==> src/rtl/idelay_sweep_controller.sv <==
// idelay_sweep_controller: per-tap load/settle/dwell/capture/report
// sequencer for the IDELAY histogram datapath.
module idelay_sweep_controller #(
   parameter int TAPS          = 32,
   parameter int SETTLE_CYCLES = 16,
   parameter int DWELL_CYCLES  = 1024,
   parameter int CNT_WIDTH     = 16
) (
   input  logic                 clk,
   input  logic                 rst,
   input  logic                 start,
   output logic                 busy,
   output logic                 done,
   output logic [4:0]           delay,
   output logic                 delay_ld,
   output logic                 err_clr,
   output logic                 err_en,
   input  logic [CNT_WIDTH-1:0] err_cnt,
   output logic                 res_valid,
   input  logic                 res_ready,
   output logic [4:0]           res_delay,
   output logic [CNT_WIDTH-1:0] res_count
);

   localparam int SW =
      (SETTLE_CYCLES > 1) ? $clog2(SETTLE_CYCLES) : 1;

   localparam logic [SW-1:0] SETTLE_LAST =
      SW'(SETTLE_CYCLES - 1);

   localparam logic [15:0] DWELL_LAST =
      16'(DWELL_CYCLES - 1);

   localparam logic [4:0] TAP_LAST = 5'(TAPS - 1);

   typedef enum logic [2:0] {
      S_IDLE,
      S_LOAD,
      S_SETTLE,
      S_MEASURE,
      S_CAPTURE,
      S_REPORT,
      S_NEXT
   } state_t;

   state_t        state;
   logic [4:0]    tap;
   logic [SW-1:0] settle_cnt;
   logic [15:0]   dwell_cnt;
   logic          last_tap;

   assign last_tap = (tap == TAP_LAST);

   // Sweep FSM; every output is a register set for the state being entered.
   always_ff @(posedge clk) begin
      if (rst) begin
         state      <= S_IDLE;
         tap        <= '0;
         settle_cnt <= '0;
         dwell_cnt  <= '0;
         busy       <= 1'b0;
         done       <= 1'b0;
         delay      <= '0;
         delay_ld   <= 1'b0;
         err_clr    <= 1'b0;
         err_en     <= 1'b0;
         res_valid  <= 1'b0;
         res_delay  <= '0;
         res_count  <= '0;
      end else begin
         delay_ld <= 1'b0;
         err_clr  <= 1'b0;
         done     <= 1'b0;
         unique case (state)
            S_IDLE: begin
               if (start) begin
                  state    <= S_LOAD;
                  tap      <= '0;
                  delay    <= '0;
                  delay_ld <= 1'b1;
                  err_clr  <= 1'b1;
                  busy     <= 1'b1;
               end
            end
            S_LOAD: begin
               state      <= S_SETTLE;
               settle_cnt <= SETTLE_LAST;
            end
            S_SETTLE: begin
               if (settle_cnt == '0) begin
                  state     <= S_MEASURE;
                  err_en    <= 1'b1;
                  dwell_cnt <= DWELL_LAST;
               end else begin
                  settle_cnt <= settle_cnt - SW'(1);
               end
            end
            S_MEASURE: begin
               if (dwell_cnt == 16'd0) begin
                  state  <= S_CAPTURE;
                  err_en <= 1'b0;
               end else begin
                  dwell_cnt <= dwell_cnt - 16'd1;
               end
            end
            S_CAPTURE: begin
               // err_cnt lags err_en by one cycle, so it is final here.
               state     <= S_REPORT;
               res_count <= err_cnt;
               res_delay <= tap;
               res_valid <= 1'b1;
            end
            S_REPORT: begin
               if (res_ready) begin
                  state     <= S_NEXT;
                  res_valid <= 1'b0;
                  done      <= last_tap;
               end
            end
            S_NEXT: begin
               if (last_tap) begin
                  state <= S_IDLE;
                  busy  <= 1'b0;
               end else begin
                  state    <= S_LOAD;
                  tap      <= tap + 5'd1;
                  delay    <= tap + 5'd1;
                  delay_ld <= 1'b1;
                  err_clr  <= 1'b1;
               end
            end
            default: begin
               state <= S_IDLE;
            end
         endcase
      end
   end

endmodule

==> config.mk <==
export PLATFORM = sky130hd
export DESIGN_NAME = idelay_sweep_controller
export DESIGN_NICKNAME = d
export VERILOG_FILES = /design/src/rtl/idelay_sweep_controller.sv
export SDC_FILE = /design/constraint.sdc
export NUM_CORES = 1
export LEC_CHECK = 0
export CORE_UTILIZATION = 51
export DETAILED_ROUTE_END_ITERATION = 12
export GPL_TIMING_DRIVEN = 1
export MAX_ROUTING_LAYER = met4
export PLACE_DENSITY_LB_ADDON = 0.3
export SLEW_MARGIN = 10
export SYNTH_ARGS = -nofsm -noshare
export SYNTH_HDL_FRONTEND = slang
export SYNTH_SLANG_ARGS = --single-unit
==> constraint.sdc <==
create_clock -name clk -period 2.5 [get_ports clk]
set_input_delay 0.75 -clock clk [delete_from_list [all_inputs] [get_ports clk]]
set_output_delay 0.75 -clock clk [all_outputs]
set_load 0.02 [all_outputs]
==> reports/qor.yml, run 1 <==
power:
  p_leak_uw: 0.00109
  powerDensity_nw_per_um2: 790
  vdd_drop_max_mv: 0.368
floorplanning:
  die-area_sq_um: 5150
  core_area_sq_um: 4690
  start_util_pct: 52.9
  ios: 52
  die_width_um: 71.7
  num_rows: 25
  die_h_um: 71.7
placement:
  numPortBuffers: 51
  gp_congestion: 0.828
  dp_hpwl_um: 4060
sta:
  finalSetupViolCount: 0
  timing.final.hold_violations: 0
  tightest_slew_ns: 0.556
  fin_skew_ns: 0.00649
  tns_ns: 0
  post-route-period-util_pct: 86.1
  final.min_clock_period_ns: 2.15
  max-slew-margin-rel_pct: 62.8
  drv_slew: 0
  fmax_ghz: 0.465
  rsz0062_at_grt: "false"
hold_path:
  hp-class: "reg2reg"
setup_path:
  cp-start-kind: "flop"
  crit_chain: "clkdlybuf4s50_1"
  required_ns: 1.75
  crit_buf_inv: 1
  crit_fanout: 5
  slowest_stage: "clkdlybuf4s50_1"
  cp-end-kind: "output port"
  cp.arrival_ns: 1.40
  reg2reg_slack_ns: 0.52
  critical-path-top-delay-family: "buffers and inverters"
  criticalPathCategory: "reg2out"
  worst_path_largest_cell_delay_ns: 0.66
yosys:
  ys.flop_type: "dfxtp_1"
  ys_warn_count: 0
  synth_area_sq_um: 2480
  netlist.top_cell.by_area: "dfxtp_1"
  seq_area_frac_synth_pct: 43.6
  synth.avg_cell_area_sq_um: 8.27
  synthCells: 300
  synth_edf_count: 0
  yosysUniqueCellTypes: 47
  synth_common_cells: "dfxtp_1 (54), nand2_1 (53), a21oi_1 (38)"
  synth_seq_cells: 54
  synthArstFlopShare_pct: 0
  synth_most_common_cell: "dfxtp_1"
  yosys-top-cells-area: "dfxtp_1 (44%), nand2_1 (8.0%), a21oi_1 (7.7%)"
  synth_top_area_share_pct: 43.6
  syn-num-nets: 324
drt:
  drt_pass1_iterations: 4
  routedWlPerCell_um: 14.1
  drcViolationCount: 0
  wl_um: 5770
  ant_nets: 0
  via_per_inst: 5.80
  vias: 2368
  drtIter0Drc: 133
global_routing:
  grt_usage_pct: 23.9
  grt_pass1_wl_um: 9490
  grt_pass1_vias: 2119
  grt_start_max_net_pins: 22
  globalRouteOverflowTotal: 0
  antenna_found_initial: 0
finish:
  drive_gt1_share_pct: 8.47
  antenna_cells: 0
  area_delta_synth_final_pct: 28.6
  final_util_pct: 68.0
  nets: 378
clock_tree:
  cts_buffers: 5
  cts_tree: "yes"
  htreeDepth: 2
  clk_latency_ns: 0.30
  cts_hold_buf: 0
  cts_sinks: 54
  clkSlewWorstSetupHoldPaths_ns: 0.09
  ctsResizeCount: 0
  post_cts_buffers: 0
  ctsLongestPathBuffers: 2
  cts_root_buf: "clkbuf_8"
outcome:
  outcome: "complete, no violations"
run:
  cap_violations: 0
-- through the flow --
step	area, sq um	total power [uW]	instances	setup WS, ns	hold slack [ns]
final	3190	2520	408	0.347	0.457
after detailed placement	3080	1930	401	0.0829	0.448
after global routing	3190	2670	408	0.311	0.476
after floorplan	2480	1690	300	0.596	0.468
after global placement	3080	1910	401	0.122	0.441
after CTS	3190	2520	408	0.337	0.459
-- worst paths after layout --
kind / startpoint / cells past startpoint / end
setup / recovery: tap[0] / 1 / delay[0]
hold / removal: res_count[15] / 2 / res_count[15]
setup reg to reg: settle_cnt[0] / 6 / dwell_cnt[2]
hold reg to reg: res_count[15] / 2 / res_count[15]
-- metal layers --
layer | vias up | wire (um) | GRT usage (%)
met3 | 6 | 319 | 5.63
met1 | 1103 | 2610 | 30.5
met5 | - | 0 | -
met2 | 63 | 2770 | 37.6
li1 | 1196 | - | -
met4 | 0 | 60 | 7.41
-- power by group --
group / switching [uW] / internal [uW] / total (uW)
clock network: 270 / 321 / 591
registers: 89.1 / 949 / 1040
logic: 537 / 352 / 889
total: 897 / 1620 / 2520
-- cells in the final DEF (no fill, tap or decap), types with 2 or more instances in the layout --
cell type	instances
a211oi_1	8
a21oi_1	38
a311oi_1	2
a31o_2	2
a31oi_1	9
and3b_1	2
and4_1	3
buf_4	13
clkbuf_8	6
clkdlybuf4s50_1	51
dfxtp_1	54
ha_1	4
inv_1	11
nand2_1	53
nand2b_1	4
nand3_1	6
nand3b_1	3
nand4_1	4
nor2_1	14
nor2b_1	3
nor3_1	7
nor3b_1	5
nor4_2	3
o21a_1	3
o21ai_0	10
o31ai_1	6
o41ai_1	2
or3_1	3
or4_1	6
xnor2_1	2
-- sequential cells by signal, indices dropped and copies added (netlist names) --
name and count:
busy 1, err_clr 1, res_count 16, settle_cnt 4, err_en 1, done 1, state 3, dwell_cnt 16
res_delay 5, res_valid 1, tap 5
-- final cells by class --
type / instances / area [sq um]
Timing Repair Buffer: 64 / 608
Sequential cell: 54 / 1080
Clock inverter: 1 / 30.0
Clock buffer: 6 / 82.6
Inverter: 11 / 41.3
Fill cell: 381 / 1500
Multi-Input combinational cell: 218 / 1280
Tap cell: 54 / 67.6
-- logic make-up (layout without fill, tap and decap cells) --
kind of cell | count (synthesis) | count (layout) | synth area share, %
compound gates | 84 | 84 | 20.6
xor+xnor | 2 | 2 | 0.706
fa+ha+maj | 4 | 4 | 2.02
buf+inv | 28 | 82 | 4.84
flops | 54 | 54 | 43.6
mux | 1 | 1 | 0.404
simple gates | 127 | 127 | 27.9
(Power assumes the default switching activity.)
==> inputs of run 2 (changes only) <==
PLACE_DENSITY = 0.87   (was unset)
PLACE_DENSITY_LB_ADDON = unset   (was 0.3)
SKIP_LAST_GASP = 1   (was unset)
==> reports/qor.yml, run 2 (synthesized netlist as in run 1, its figures left out) <==
placement:
  numPortBuffers: 51  # unchanged
  dp_hpwl_um: 4090  # was 4060 um
  gp_congestion: 0.855  # was 0.828
sta:
  fmax_ghz: 0.463  # was 0.465 GHz
  finalSetupViolCount: 0  # unchanged
  fin_skew_ns: 0.0102  # was 0.00649 ns
  final.min_clock_period_ns: 2.16  # was 2.15 ns
  timing.final.hold_violations: 0  # unchanged
  tightest_slew_ns: 0.619  # was 0.556 ns
  rsz0062_at_grt: "false"  # unchanged
  max-slew-margin-rel_pct: 58.7  # was 62.8%
  post-route-period-util_pct: 86.4  # was 86.1%
  drv_slew: 0  # unchanged
  tns_ns: 0  # unchanged
finish:
  mostFrequentLayoutCells: "dfxtp_1 (54), nand2_1 (53), clkdlybuf4s50_1 (51), a21oi_1 (38), nor2_1 (14)"  # unchanged
  area_delta_synth_final_pct: 28.0  # was 28.6%
  drive_gt1_share_pct: 7.95  # was 8.47%
  final_util_pct: 67.7  # was 68.0%
  final_common_cell: "dfxtp_1"  # unchanged
  antenna_cells: 0  # unchanged
  nets: 376  # was 378
  top_regs: "dwell_cnt: 16 flops, res_count: 16 flops"  # unchanged
floorplanning:
  num_rows: 25  # unchanged
  die_h_um: 71.7  # unchanged
  ios: 52  # unchanged
  die_width_um: 71.7  # unchanged
  die-area_sq_um: 5150  # unchanged
  start_util_pct: 52.9  # unchanged
  core_area_sq_um: 4690  # unchanged
setup_path:
  required_ns: 1.75  # about the same
  cp-start-kind: "flop"  # unchanged
  reg2reg_slack_ns: 0.44  # was 0.52 ns
  worst_path_largest_cell_delay_ns: 0.65  # was 0.66 ns
  critical-path-top-delay-family: "buffers and inverters"  # unchanged
  slowest_stage: "clkdlybuf4s50_1"  # unchanged
  cp.arrival_ns: 1.41  # was 1.40 ns
  cp-end-kind: "output port"  # unchanged
  crit_buf_inv: 1  # unchanged
  crit_fanout: 5  # unchanged
  criticalPathCategory: "reg2out"  # unchanged
  crit_chain: "clkdlybuf4s50_1"  # unchanged
drt:
  routedWlPerCell_um: 14.5  # was 14.1 um
  drtIter0Drc: 190  # was 133
  met2WireLength_um: 2690  # was 2770 um
  wl_met1_um: 2730  # was 2610 um
  wl_met3_um: 411  # was 319 um
  ant_nets: 0  # unchanged
  top_layer: "met4"  # unchanged
  via_per_inst: 5.88  # was 5.80
  drt_pass1_iterations: 4  # unchanged
  drcViolationCount: 0  # unchanged
  wl_um: 5890  # was 5770 um
  vias: 2386  # was 2,368
clock_tree:
  cts_buffers: 5  # unchanged
  cts_sinks: 54  # unchanged
  ctsLongestPathBuffers: 2  # unchanged
  clkSlewWorstSetupHoldPaths_ns: 0.10  # was 0.09 ns
  cts_tree: "yes"  # unchanged
  cts_root_buf: "clkbuf_8"  # unchanged
  cts_hold_buf: 0  # unchanged
  clk_latency_ns: 0.31  # was 0.30 ns
  post_cts_buffers: 0  # unchanged
  htreeDepth: 2  # unchanged
  ctsResizeCount: 0  # unchanged
power:
  p_leak_uw: 0.00108  # was 0.00109 uW
  seqPwrFrac_pct: 41.4  # was 41.2%
  swShare_pct: 36.4  # was 35.6%
  vdd_drop_max_mv: 0.384  # was 0.368 mV
  p_clk_share_pct: 23.7  # was 23.5%
  p_comb_share_pct: 34.9  # was 35.3%
  p_int_uw: 1620  # about the same
  switchingPower_uw: 924  # was 897 uW
  powerDensity_nw_per_um2: 800  # was 790 nW/um^2
global_routing:
  grt_pass1_vias: 2258  # was 2,119
  grt_pass1_wl_um: 9960  # was 9490 um
  grt_usage_pct: 25.1  # was 23.9%
  globalRouteOverflowTotal: 0  # unchanged
  grt_start_max_net_pins: 23  # was 22
  antenna_found_initial: 0  # unchanged
outcome:
  outcome: "complete, no violations"  # unchanged
hold_path:
  hp-class: "reg2reg"  # unchanged
run:
  cap_violations: 0  # unchanged
run 2: cell count changes in the layout (fill, tap and decap cells not counted):
cell	change
buf_4	-2
run 2: area by class of cell:
type,count,area [sq um]
Fill cell,364,1520
Multi-Input combinational cell,218,1280
Sequential cell,54,1080
Timing Repair Buffer,62,593
Clock buffer,6,82.6
Tap cell,54,67.6
Inverter,11,41.3
Clock inverter,1,30.0
run 2: power groups by stage:
stage / Combinational (uW) / Sequential [uW] / Clock (uW)
6_report: 886 / 1050 / 602
3_5_place_dp: 857 / 1070 / 0
2_1_floorplan: 642 / 1050 / 0
5_1_grt: 967 / 1070 / 634
4_1_cts: 869 / 1050 / 609
3_3_place_gp: 831 / 1060 / 0
run 2: routing by layer:
metal  vias to the layer above  global-route usage, %
met4                         0                   8.28
met3                         6                   7.31
li1                       1185                      -
met5                         -                      -
met1                      1117                   31.3
met2                        78                   39.0
run 2: path summary, 6_finish.rpt:
path	cells past startpoint	from	to
worst min-delay path	2	res_count[2]	res_count[2]
worst max register to register	6	dwell_cnt[0]	dwell_cnt[12]
worst min register to register	2	res_count[2]	res_count[2]
worst max-delay path	1	tap[0]	delay[0]
run 2: stage by stage:
stage / power (uW) / cell area [sq um] / std cells / hold slack (ns) / setup WS (ns)
6_report: 2540 / 3170 / 406 / 0.457 / 0.339
5_1_grt: 2670 / 3170 / 406 / 0.475 / 0.278
4_1_cts: 2530 / 3170 / 406 / 0.459 / 0.331
3_5_place_dp: 1920 / 3060 / 399 / 0.447 / 0.104
3_3_place_gp: 1890 / 3060 / 399 / 0.441 / 0.126
2_1_floorplan: 1690 / 2480 / 300 / 0.468 / 0.596
